$ cat src/rtl/spi_reg_bridge.sv
// Bridges decoded SPI transactions from spi_data_path onto the accelerator register bus.
// Single outstanding bus cycle; supports auto-increment bursts, bus timeout and sticky errors.
module spi_reg_bridge #(
    parameter int unsigned ADDR_W  = 20,
    parameter int unsigned DATA_W  = 16,
    parameter int unsigned TIMEOUT = 255
) (
    input  logic              clk,
    input  logic              reset_n,
    input  logic              address_ready,
    input  logic              data_ready,
    input  logic [ADDR_W-1:0] addr,
    input  logic [3:0]        status,
    input  logic [DATA_W-1:0] wdata,
    input  logic              cs_n_o,
    input  logic              miso_start,
    output logic [DATA_W-1:0] rdata,
    output logic              bus_req,
    output logic              bus_we,
    output logic [ADDR_W-1:0] bus_addr,
    output logic [DATA_W-1:0] bus_wdata,
    input  logic [DATA_W-1:0] bus_rdata,
    input  logic              bus_ack,
    input  logic              bus_err,
    input  logic              err_clr,
    output logic [2:0]        err_flags,
    output logic              busy
);

    localparam int unsigned       CntW    = $clog2(TIMEOUT + 1);
    localparam logic [CntW-1:0]   CntLast = CntW'(TIMEOUT - 1);
    localparam logic [DATA_W-1:0] ErrWord = DATA_W'(16'hDEAD);

    typedef enum logic [2:0] {
        StIdle,
        StWaitWdata,
        StWrReq,
        StRdReq,
        StRdHold,
        StDone
    } state_e;

    state_e            state_q, state_d;
    logic [ADDR_W-1:0] cur_addr_q, cur_addr_d;
    logic              auto_inc_q, auto_inc_d;
    logic              abort_q, abort_d;
    logic [CntW-1:0]   cnt_q, cnt_d;
    logic [DATA_W-1:0] wdata_q, wdata_d;
    logic [DATA_W-1:0] rdata_q, rdata_d;
    logic [2:0]        err_q, err_d, err_set;
    logic              in_req, timed_out, done;

    assign in_req    = (state_q == StWrReq) || (state_q == StRdReq);
    assign timed_out = in_req && !bus_ack && !bus_err && (cnt_q == CntLast);
    assign done      = in_req && (bus_ack || bus_err || timed_out);

    always_comb begin
        state_d    = state_q;
        cur_addr_d = cur_addr_q;
        auto_inc_d = auto_inc_q;
        wdata_d    = wdata_q;
        rdata_d    = rdata_q;
        err_set    = 3'b000;
        cnt_d      = (in_req && !done) ? cnt_q + 1'b1 : '0;
        // Remember a deselect seen mid-cycle so the request still runs to completion.
        abort_d    = in_req && !done && (abort_q || cs_n_o);

        if (in_req && bus_err) err_set[1] = 1'b1;
        if (timed_out)         err_set[0] = 1'b1;

        unique case (state_q)
            StIdle: begin
                if (!cs_n_o && address_ready) begin
                    cur_addr_d = addr;
                    auto_inc_d = status[1];
                    if (status[3:2] != 2'b00) begin
                        err_set[2] = 1'b1;
                        state_d    = StDone;
                    end else if (status[0]) begin
                        state_d = StRdReq;
                    end else begin
                        state_d = StWaitWdata;
                    end
                end
            end
            StWaitWdata: begin
                if (cs_n_o) begin
                    state_d = StIdle;
                end else if (data_ready) begin
                    wdata_d = wdata;
                    state_d = StWrReq;
                end
            end
            StWrReq: begin
                if (data_ready && !cs_n_o) err_set[2] = 1'b1;
                if (done) begin
                    if (auto_inc_q) cur_addr_d = cur_addr_q + 1'b1;
                    if (abort_q || cs_n_o) state_d = StIdle;
                    else                   state_d = auto_inc_q ? StWaitWdata : StDone;
                end
            end
            StRdReq: begin
                if (done) begin
                    rdata_d = (bus_ack && !bus_err) ? bus_rdata : ErrWord;
                    state_d = (abort_q || cs_n_o) ? StIdle : StRdHold;
                end
            end
            StRdHold: begin
                if (cs_n_o) begin
                    state_d = StIdle;
                end else if (miso_start && auto_inc_q) begin
                    cur_addr_d = cur_addr_q + 1'b1;
                    state_d    = StRdReq;
                end
            end
            StDone: begin
                if (cs_n_o) state_d = StIdle;
            end
            default: state_d = StIdle;
        endcase

        err_d = (err_clr ? 3'b000 : err_q) | err_set;
    end

    always_ff @(posedge clk) begin
        if (!reset_n) begin
            state_q    <= StIdle;
            cur_addr_q <= '0;
            auto_inc_q <= 1'b0;
            abort_q    <= 1'b0;
            cnt_q      <= '0;
            wdata_q    <= '0;
            rdata_q    <= '0;
            err_q      <= 3'b000;
        end else begin
            state_q    <= state_d;
            cur_addr_q <= cur_addr_d;
            auto_inc_q <= auto_inc_d;
            abort_q    <= abort_d;
            cnt_q      <= cnt_d;
            wdata_q    <= wdata_d;
            rdata_q    <= rdata_d;
            err_q      <= err_d;
        end
    end

    assign bus_req   = in_req;
    assign bus_we    = (state_q == StWrReq);
    assign bus_addr  = cur_addr_q;
    assign bus_wdata = wdata_q;
    assign rdata     = rdata_q;
    assign err_flags = err_q;
    assign busy      = (state_q != StIdle);

endmodule

$ cat config.mk
export PLATFORM = sky130hd
export DESIGN_NAME = spi_reg_bridge
export DESIGN_NICKNAME = d
export VERILOG_FILES = /design/src/rtl/spi_reg_bridge.sv
export SDC_FILE = /design/constraint.sdc
export NUM_CORES = 1
export LEC_CHECK = 0
export CAP_MARGIN = 10
export CORE_UTILIZATION = 44
export DETAILED_ROUTE_END_ITERATION = 12
export GPL_TIMING_DRIVEN = 0
export PLACE_DENSITY_LB_ADDON = 0.1
export SLEW_MARGIN = 10
export SYNTH_ARGS = -nofsm -noshare
export SYNTH_HDL_FRONTEND = slang
export SYNTH_SLANG_ARGS = --single-unit
$ cat constraint.sdc
create_clock -name clk -period 2 [get_ports clk]
set_input_delay 0.3 -clock clk [delete_from_list [all_inputs] [get_ports clk]]
set_output_delay 0.3 -clock clk [all_outputs]
set_load 0.01 [all_outputs]
Word level (Yosys, flattened, before mapping). Index checks and enable logic that the tools add are counted.

Flip-flop bits (word level): 68. Bits of input ports: 65. Output and inout bits: 58. Logic and storage cells: 84.

Add/sub/neg operators: 2. Eq/ne operators: 15. Mux-type cells: 28. Bitwise logic cells: 2. Reductions and logical operators: 29.

Operators by type and width (number): two-way mux 20 bit (5); one-hot mux 20 bit (3 select lines) (1); two-way mux 3 bit (13); adder 20 x 1 -> 20 bit (second input constant) (1); one-hot mux 3 bit (6 select lines) (1); two-way mux 16 bit (1); AND reduction 6 bit (2); logical AND 1 bit (11); inequality test 2 bit (second input constant) (5); adder 8 x 1 -> 8 bit (second input constant) (1); equality test 8 bit (second input constant) (1); equality test 3 x 2 -> 1 bit (second input constant) (2); equality test 3 bit (second input constant) (2); inequality test 3 bit (second input constant) (2); AND reduction 2 bit (3); nonzero test 3 bit (2); two-way mux 1 bit (5); zero test 1 bit (4); logical OR 1 bit (4); inequality test 2 x 1 -> 1 bit (second input constant) (2); equality test 3 x 1 -> 1 bit (second input constant) (1); zero test 3 bit (1); bitwise OR 3 bit (1); AND reduction 3 bit (1); 4 further kinds (4).

Logic depth before layout (Yosys ltp).
Depth after elaboration: 10. Mapped depth: 8. Gate-level depth less buffers: 7.

Worst setup path after synthesis. Ideal clock, no wire load.

Path type: reg-to-reg. Start: reg cur_addr_q[0], in the netlist bus_addr[0]. End: reg cur_addr_q[18], in the netlist bus_addr[18]. Library setup time: 0.092 ns. Arrival: 1.652 ns. Data required time: 1.908 ns. Path slack: 0.256 ns. Stages on the path, launching flop included: 7. Path buffers: 0. Clock period less this slack: 1.744 ns. Cell sequence: dfxtp_1 > ha_1 > nand3_1 > nor4_4 > a311o_1 > o31ai_1 > nor4_1.

Longest elaborated chain between the ends: 4. Elaborated cells on any way between the ends: 6. Classes of those cells: add/sub: 1; mux: 5.

Ends and longest elaborated chain: from (decl) (RTL line 44) `logic [ADDR_W-1:0] cur_addr_q, cur_addr_d;`; from (signal assigned) (RTL line 137) `cur_addr_q <= cur_addr_d;`; adder 20 x 1 -> 20 bit (*) (RTL line 97, 112); two-way mux 20 bit (on tied branches) (RTL line 111, 97); two-way mux 20 bit (on tied branches) (RTL line 109, 96); one-hot mux 20 bit (3 select lines) (*) (RTL line 71) `unique case (state_q)`.

Every way passes the cells marked *; elsewhere a longest branch is shown, timed or not. The select of a mux whose other input is x is not followed. A chain may end at the register's enable or synchronous reset.

Final worst setup path.
Start: reg state_q[1]. End: out busy.

Longest elaborated chain between the ends: 1.

Ends and longest elaborated chain: from (decl) (RTL line 43) `state_e state_q, state_d;`; from (signal assigned) (RTL line 127) `state_q <= StIdle;`; from (signal assigned) (RTL line 136) `state_q <= state_d;`; nonzero test 3 bit (RTL line 153) `assign busy = (state_q != StIdle);`; to (decl) (RTL line 27) `output logic busy`.

Every way passes these cells.

==> results.yml <==
synth:
  synth_top_cells_by_count: "68 x dfxtp_1, 64 x nand2_1, 47 x a21oi_1, 47 x nor2_1, 19 x nand3_1"
  synth_edf_count: 0
  avgSynthCellArea_sq_um: 8.025
  syn_area_sq_um: 3274
  yosysMostFrequentCell: "dfxtp_1"
  yosysWarnings: 0
  synthTopCellsByArea: "dfxtp_1 42%, nand2_1 7.3%, a21oi_1 7.2%"
  ys_seq_area_share_pct: 41.57
  synthArstFlopShare_pct: 0
  synth_flop_cell: "dfxtp_1"
  syn-num-nets: 476
  netlist_instances: 408
  synth_top_area_share_pct: 41.57
  synth_largest_area_cell: "dfxtp_1"
  netlist-cell-type-count: 58
  ys_seq_elements: 68
hold_path:
  hold_class: "flip-flop to flip-flop"
die:
  die_x_microns: 88.27
  row_count: 31
  ios: 123
  core_area_sq_um: 7214
  die_h_microns: 88.27
  dieArea_sq_um: 7791
  initial_core_util_pct: 45.39
timing:
  period_share_pct: 96.92
  rsz0062_at_grt: "true"
  setup_viol: 0
  clock.fmax_mhz: 515.9
  worst_clock_skew_ns: 0.007939
  min_period_ns: 1.938
  relSlewSlack_pct: 60.83
  slew_viol_final: 0
  finalHoldViolCount: 0
  worst_pin_slew_ns: 0.5875
cts:
  htreeDepth: 3
  root_buffer: "clkbuf_8"
  clock_path_buffers: 2
  cts_made_buffers: 9
  cts.clk_slew.worst_paths_ns: 0.08
  clkSinkCount: 68
  clk_latency_ns: 0.34
  postCtsHoldBufs: 0
  cts_tree: "done"
grt:
  grt.busiest_layer: "met2"
  met1_usage_pct: 31.21
  use_met3_pct: 4.664
  grt_pass1_vias: 3079
  use_met2_pct: 38.39
  antenna_found_initial: 0
  grtUsageTotal_pct: 23.96
  grt_overflow: 0
  grt_pass1_wl_microns: 14470
  grt_max_degree: 13
detailed_routing:
  viasPerCell: 5.403
  final_antenna_net_count: 0
  vias: 3496
  drtIter0Drc: 187
  wl_per_cell_microns: 14.61
  dr.pass1.iters: 6
  routed_wl_microns: 9453
  drcViolationCount: 0
setup_path:
  arrival_ns: 1.64
  crit_type: "flip-flop to output pin"
  path_cells: "nor2_2 -> nand2_1 -> clkdlybuf4s50_1"
  required_ns: 1.70
  path_buf_inv: 1
  slowest_stage: "clkdlybuf4s50_1"
  crit_fanout: 6
  path_delay_family: "buffers and inverters"
  max_stage_delay_ns: 0.51
  critPathCaptureType: "output pin"
  cp-start-kind: "flip-flop"
place:
  port_buffers: 121
  dp.cells: 628
  place_area_sq_um: 4609
  hpwl_microns: 6789
  routabilityCongestion: 0.8362
final_layout:
  n_fill_cell: 604
  nets: 611
  stdcell_count: 647
  num_antenna_cells: 0
  layout-area-overhead-vs-synth_pct: 49.41
  finalInstanceArea_sq_um: 4892
  drive_gt1_share_pct: 8.394
power:
  pwr_density_cell_nw_per_um2: 1121
  ir_drop_mv: 0.6831
  power.leakage_nw: 1.818
run:
  maxCapViolations: 0
status:
  status: "finished, final reports clean"
## worst paths after layout
kind,end,cells past startpoint,from,slack [ns]
max,busy,3,state_q[1]$_SDFFE_PN0P_,0.06
min,rdata[2]$_SDFFE_PN0P_,2,rdata[2]$_SDFFE_PN0P_,0.45
max reg2reg,bus_addr[15]$_SDFFE_PN0P_,7,state_q[2]$_SDFFE_PN0P_,0.12
min reg2reg,rdata[2]$_SDFFE_PN0P_,2,rdata[2]$_SDFFE_PN0P_,0.45
## worst min-delay path, stage by stage (launching register included)
cell,delay [ns]
dfxtp_1,0.31
nand2_1,0.05
a21oi_1,0.05
## cell type report
class / count / area, sq um / area share (%)
Clock inverter: 6 / 87.58 / 1.790
Tap cell: 99 / 123.9 / 2.532
Clock buffer: 10 / 137.6 / 2.813
Buffer: 25 / 136.4 / 2.788
Sequential cell: 68 / 1363 / 27.85
Multi-Input combinational cell: 307 / 1778 / 36.34
Inverter: 8 / 30.03 / 0.6138
Timing Repair Buffer: 124 / 1236 / 25.27
## kinds of logic after synthesis
group,after synthesis,synth area share [%]
simple gates,172,24.42
compound gates,119,24.30
flops,68,41.57
buf+inv,33,4.853
xor+xnor,7,1.872
mux,6,1.834
fa+ha+maj,3,1.146
## state kept, by name, indices dropped and copies added, names as in the netlist
signal      flops
auto_inc_q      1
rdata          16
bus_addr       20
abort_q         1
state_q         3
err_flags       3
bus_wdata      16
cnt_q           8
## cell usage in the layout, fill, tap and decap left out, types with 5 or more instances in the layout
master / Yosys / routed
a21oi_1: 47 / 46
and2_1: 6 / 6
and3_1: 6 / 6
buf_2: 7 / 6
buf_4: 5 / 8
clkbuf_1: 12 / 11
clkbuf_8: 0 / 10
clkdlybuf4s50_1: 0 / 120
dfxtp_1: 68 / 67
inv_1: 6 / 6
mux2i_1: 6 / 6
nand2_1: 64 / 64
nand3_1: 19 / 19
nor2_1: 47 / 46
nor3_1: 5 / 5
o21ai_0: 14 / 14
o21bai_1: 11 / 11
o22ai_1: 5 / 5
## metal layers
metal,up-vias,share of wire [%]
met3,16,7.3
met1,1622,42
met2,135,49
met4,0,1.9
met5,-,0
li1,1723,-
## power by group
| group | total, mW | switching [mW] | internal [mW] | leakage, nW |
|---|---|---|---|---|
| registers | 1.79 | 0.230 | 1.56 | 0.553 |
| clock network | 1.27 | 0.541 | 0.733 | 0.105 |
| logic | 2.41 | 1.30 | 1.12 | 1.16 |
## repair_timing
| item | 4_1_cts | 5_1_grt |
|---|---|---|
| setup endpoints to repair | 2 | 18 |
| gates resized for setup | 2 | 8 |
| pin swaps | 0 | 2 |
| buffers inserted | 0 | 3 |
## through the flow
stage               power [mW]  hold slack, ns  util (%)  setup slack [ns]  setup TNS, ns
floorplan                3.243          0.4284         -            0.2559              0
global placement         4.107          0.4382     63.89           -0.1544         -2.804
detailed placement       4.162          0.4425     63.89           -0.1541         -3.397
CTS                      5.452          0.4340     67.07          0.006319              0
global route             5.776          0.4506     67.81          -0.03396       -0.05713
finish                   5.483          0.4510     67.81           0.06152              0
Power figures use the tool's default switching activity.
